<file path="src/rtl/fetch_ctrl.sv">
// fetch_ctrl: owns the fetch PC, fetches from a combinational imem, buffers
// {pc, instr, exception} entries in an in-order queue and hands them to decode.
// Redirects flush the queue and restart fetch; a fetch fault parks the fetcher.
module fetch_ctrl #(
  parameter logic [63:0] RESET_PC    = 64'h0,
  parameter int unsigned QUEUE_DEPTH = 2
) (
  input  logic        clk,
  input  logic        rst,
  output logic [63:0] imem_addr,
  input  logic [31:0] imem_instr,
  input  logic        imem_exc_en,
  input  logic [3:0]  imem_exc_code,
  input  logic [63:0] imem_exc_val,
  input  logic        redirect_en,
  input  logic [63:0] redirect_pc,
  output logic        out_valid,
  input  logic        out_ready,
  output logic [63:0] out_pc,
  output logic [31:0] out_instr,
  output logic        out_exc_en,
  output logic [3:0]  out_exc_code,
  output logic [63:0] out_exc_val,
  output logic        fetch_halted
);

  localparam int unsigned PTR_W = (QUEUE_DEPTH > 1) ? $clog2(QUEUE_DEPTH) : 1;
  localparam int unsigned CNT_W = PTR_W + 1;
  localparam logic [31:0] NOP_INSTR      = 32'h0000_0013;
  localparam logic [3:0]  EXC_MISALIGNED = 4'd0;
  localparam logic [63:0] PC_STEP        = 64'd4;

  typedef struct packed {
    logic [63:0] pc;
    logic [31:0] instr;
    logic        exc_en;
    logic [3:0]  exc_code;
    logic [63:0] exc_val;
  } entry_t;

  // ST_MISALIGN: a misaligned redirect target still owes its single fault entry
  typedef enum logic [1:0] {
    ST_RUN      = 2'd0,
    ST_MISALIGN = 2'd1,
    ST_HALT     = 2'd2
  } state_t;

  state_t           state_q, state_d;
  logic [63:0]      pc_q, pc_d;
  entry_t           mem_q [QUEUE_DEPTH];
  logic [PTR_W-1:0] rd_ptr_q, wr_ptr_q;
  logic [CNT_W-1:0] count_q;
  logic             push, pop, full, room;
  entry_t           push_entry;
  entry_t           head;

  assign imem_addr = pc_q;
  assign out_valid = (count_q != CNT_W'(0));
  assign full      = (count_q == CNT_W'(QUEUE_DEPTH));
  assign pop       = out_valid & out_ready & ~redirect_en;
  assign room      = ~full | pop;
  assign fetch_halted = (state_q == ST_HALT);

  // FSM state and fetch PC registers
  always_ff @(posedge clk) begin
    if (rst) begin
      state_q <= ST_RUN;
      pc_q    <= RESET_PC;
    end else begin
      state_q <= state_d;
      pc_q    <= pc_d;
    end
  end

  // Next state, next PC and the entry pushed this cycle
  always_comb begin
    state_d    = state_q;
    pc_d       = pc_q;
    push       = 1'b0;
    push_entry = '{pc:       pc_q,
                   instr:    imem_instr,
                   exc_en:   imem_exc_en,
                   exc_code: imem_exc_code,
                   exc_val:  imem_exc_val};
    if (redirect_en) begin
      pc_d    = redirect_pc;
      state_d = (redirect_pc[1:0] == 2'b00) ? ST_RUN : ST_MISALIGN;
    end else begin
      case (state_q)
        ST_RUN: begin
          if (room) begin
            push = 1'b1;
            if (imem_exc_en) begin
              push_entry.instr = NOP_INSTR;
              state_d          = ST_HALT;
            end else begin
              pc_d = pc_q + PC_STEP;
            end
          end
        end
        ST_MISALIGN: begin
          if (room) begin
            push       = 1'b1;
            push_entry = '{pc:       pc_q,
                           instr:    NOP_INSTR,
                           exc_en:   1'b1,
                           exc_code: EXC_MISALIGNED,
                           exc_val:  pc_q};
            state_d    = ST_HALT;
          end
        end
        ST_HALT: begin
          state_d = ST_HALT;
        end
        default: begin
          state_d = ST_RUN;
        end
      endcase
    end
  end

  // Queue pointers and occupancy; a redirect flushes without consuming the head
  always_ff @(posedge clk) begin
    if (rst || redirect_en) begin
      rd_ptr_q <= '0;
      wr_ptr_q <= '0;
      count_q  <= '0;
    end else begin
      if (push) wr_ptr_q <= wr_ptr_q + PTR_W'(1);
      if (pop)  rd_ptr_q <= rd_ptr_q + PTR_W'(1);
      case ({push, pop})
        2'b10:   count_q <= count_q + CNT_W'(1);
        2'b01:   count_q <= count_q - CNT_W'(1);
        default: count_q <= count_q;
      endcase
    end
  end

  // Queue storage; contents are only observed while counted as valid
  always_ff @(posedge clk) begin
    if (push) mem_q[wr_ptr_q] <= push_entry;
  end

  // Head entry presented from storage; idle values when the queue is empty
  always_comb begin
    head         = mem_q[rd_ptr_q];
    out_pc       = 64'h0;
    out_instr    = NOP_INSTR;
    out_exc_en   = 1'b0;
    out_exc_code = 4'h0;
    out_exc_val  = 64'h0;
    if (out_valid) begin
      out_pc       = head.pc;
      out_instr    = head.instr;
      out_exc_en   = head.exc_en;
      out_exc_code = head.exc_code;
      out_exc_val  = head.exc_val;
    end
  end

endmodule
</file>
<file path="config.mk">
export PLATFORM = sky130hd
export DESIGN_NAME = fetch_ctrl
export DESIGN_NICKNAME = d
export VERILOG_FILES = /design/src/rtl/fetch_ctrl.sv
export SDC_FILE = /design/constraint.sdc
export NUM_CORES = 1
export LEC_CHECK = 0
export CORE_AREA = 2 2 248 250
export DETAILED_ROUTE_END_ITERATION = 7
export DIE_AREA = 0 0 250 252
export SLEW_MARGIN = 20
export SYNTH_ARGS = -nofsm -noshare
export SYNTH_HDL_FRONTEND = slang
export SYNTH_SLANG_ARGS = --single-unit
</file>
<file path="constraint.sdc">
create_clock -name clk -period 15.8 [get_ports clk]
set_clock_uncertainty 0.05 [all_clocks]
set_input_delay 3.16 -clock clk [delete_from_list [all_inputs] [get_ports clk]]
set_output_delay 3.16 -clock clk [all_outputs]
set_load 0.02 [all_outputs]
</file>
==> results.py <==
metrics = {
    "drt": {
        "wl_um": 53200,
        "drc_errors": 0,
        "drtIter0Drc": 848,
        "wl_per_cell_um": 20.9,
        "drt-vias-per-instance": 4.89,
        "dr.pass1.iters": 5,
        "via_count": 12400,
        "ant_nets": 0,
    },
    "synth": {
        "yosysWarnings": 0,
        "ys_seq_elements": 401,
        "syn_nets": 1571,
        "synth_cell_type_count": 57,
        "synth.area.top_cells": "edfxtp_1, mux2i_1, dfxtp_1",
        "synth_area_um2": 18000,
        "synth_edf_count": 330,
        "yosysSeqAreaShare": 0.629,
        "synth_top_area_share": 0.550,
        "synth.avg_cell_area_um2": 12.9,
        "netlist_instances": 1400,
        "ys_top_cells_by_count": "edfxtp_1, nor2_1, mux2i_1",
        "yosysTopAreaCell": "edfxtp_1",
        "yosysMostFrequentCell": "edfxtp_1",
        "yosys_most_used_dff": "edfxtp_1",
        "async_flop_share": 0,
    },
    "place": {
        "dp.final_hpwl_um": 36500,
        "gp_congestion": 0.779,
        "place_area_um2": 22300,
        "place_ws_ns": 8.49,
        "io_buffers": 399,
    },
    "global_route": {
        "grt_max_degree": 82,
        "grt_pass1_wl_um": 77600,
        "grt_antenna_before_repair": 24,
        "grt_util_all_layers": 0.163,
        "grt-ovfl-total": 0,
        "grt_pass1_vias": 12400,
    },
    "floorplan": {
        "die_x_um": 250,
        "rows": 90,
        "ios": 400,
        "core_um2": 60100,
        "fp.dieH_um": 252,
        "dieArea_um2": 63000,
        "start_util": 0.299,
    },
    "clocking": {
        "clock_latency_ns": 0.58,
        "ctsResizeCount": 0,
        "cts_htree_levels": 2,
        "cts-hold-fix-buffers": 0,
        "cts.clk_slew.worst_paths_ns": 0.06,
        "clock-root-buffer": "clkbuf_16",
        "post_cts_buffers": 0,
        "cts_buffers": 46,
        "cts_tree": "built",
        "cts_buffer_depth": 3,
        "clock_sinks": 401,
    },
    "finish": {
        "syn_to_final_growth_pct": 32.6,
        "regArea_um2": 11300,
        "nets": 1890,
        "drive_gt1_frac": 0.104,
        "multi_input_area_um2": 5830,
        "design_area_um2": 23900,
        "num-fill-cells": 5750,
    },
    "timing": {
        "period_share": 0.453,
        "finalSetupViolations": 0,
        "worst_slew_pin_slew_ns": 1.05,
        "slew_viol_final": 0,
        "fmax_ghz": 0.140,
        "final.setup.worst_slack_ns": 8.64,
        "fin_setup_tns_ns": 0,
        "final-hold-violation-count": 0,
        "rsz0062_at_grt": "false",
        "max_slew_margin": 0.299,
        "min_period_ns": 7.16,
    },
    "pwr": {
        "power_density_nw_per_um2": 110,
        "power_mw": 2.63,
        "ir_worst_vdd_mv": 0.0645,
        "p_leak_nw": 7.64,
    },
    "critical_path": {
        "end_kind": "primary output",
        "r2r_end": "mem_q[0][134]$_DFFE_PP_",
        "regToRegSetupSlack_ns": 11.73,
        "endpoint": "out_pc[24]",
        "reg2reg_depth": 7,
        "start_kind": "register",
        "required_ns": 12.59,
        "criticalPathCategory": "reg2out",
        "cp_max_fo": 54,
        "arrival_ns": 3.95,
        "reg2reg_from": "count_q[0]$_SDFFE_PP0P_",
    },
    "status": {
        "status": "finished, final reports clean",
    },
    "min_path": {
        "min_path_type": "reg2reg",
    },
    "flow_run": {
        "maxCapViolations": 0,
    },
}
-- metrics by stage --
step | instances | utilization | hold slack [ns]
finish | 2544 | 0.397 | 0.458
global route | 2542 | 0.397 | 0.504
CTS | 2537 | 0.397 | 0.459
detailed placement | 2453 | 0.372 | 0.445
global placement | 2453 | 0.372 | 0.436
floorplan | 1400 | - | 0.397
-- cells in the final DEF (no fill, tap or decap), types with 23 or more instances in the layout --
| cell type | Yosys | routed |
|---|---|---|
| edfxtp_1 | 330 | 330 |
| nand2_1 | 38 | 37 |
| mux2i_1 | 168 | 168 |
| dfxtp_1 | 71 | 70 |
| nor2b_1 | 32 | 32 |
| a211oi_1 | 28 | 28 |
| nand3_1 | 24 | 24 |
| clkdlybuf4s50_1 | 0 | 397 |
| mux2_2 | 64 | 64 |
| xnor2_1 | 24 | 24 |
| nor2_1 | 231 | 228 |
| nand4_1 | 23 | 23 |
| clkbuf_16 | 0 | 46 |
-- metal layers --
layer	part of all wire	routed length, um	up-vias	global-route usage
met2	0.48	25600	414	0.270
met4	0.021	1120	32	0.0462
met5	0.0036	190	-	0
met1	0.41	21800	6110	0.199
met3	0.085	4530	103	0.0582
li1	-	-	5789	-
-- power breakdown --
part           internal [mW]  total, mW  switching (mW)
Combinational          0.142      0.304           0.162
Sequential              1.21       1.26          0.0419
Clock                  0.620       1.07           0.450
-- logic make-up (layout without fill, tap and decap cells) --
logic type,Yosys count,count (layout),share of synthesized area
muxes,232,232,0.133
xor gates and xnor gates,33,33,0.0161
and+or+nand+nor,463,463,0.126
other,0,7,0
AOI/OAI and AO/OA,102,102,0.0439
adders and majority gates,2,2,0.00139
buffers and inverters,167,522,0.0495
DFF,401,401,0.629
-- worst min path at each step --
stage | start | depth (start not counted) | endpoint | slack (ns)
final | rd_ptr_q$_SDFFE_PP0P_ | 2 | register | 0.46
after global routing | imem_addr[1]$_SDFFE_PP0P_ | 0 | mem_q[0][102]$_DFFE_PP_ | 0.50
after detailed placement | rd_ptr_q$_SDFFE_PP0P_ | 2 | register | 0.45
after CTS | rd_ptr_q$_SDFFE_PP0P_ | 2 | register | 0.46
after floorplan | imem_addr[59]$_SDFFE_PP0P_ | 0 | mem_q[0][160]$_DFFE_PP_ | 0.40
after global placement | rd_ptr_q$_SDFFE_PP0P_ | 2 | rd_ptr_q$_SDFFE_PP0P_ | 0.44
-- final cells by class --
class                           count  area share
Timing Repair Buffer              420       0.173
Multi-Input combinational cell    832       0.244
Clock buffer                       50      0.0488
Sequential cell                   401       0.475
Clock inverter                     34      0.0141
Tap cell                          782      0.0410
Inverter                           18     0.00288
Antenna cell                        7    0.000734
-- sequential cells by signal (all words and copies together), names as in the netlist, named ones only --
name,cells
wr_ptr_q,1
rd_ptr_q,1
state_q,2
count_q,2
mem_q,330
imem_addr,64
-- critical path: stages, from the launching register on --
cell             delay [ns]
dfxtp_4                0.72
buf_4                  0.62
buf_4                  0.84
mux2i_1                0.21
nor2_1                 0.16
clkdlybuf4s50_1        0.63
No activity file was read; power rests on OpenSTA's default activity.
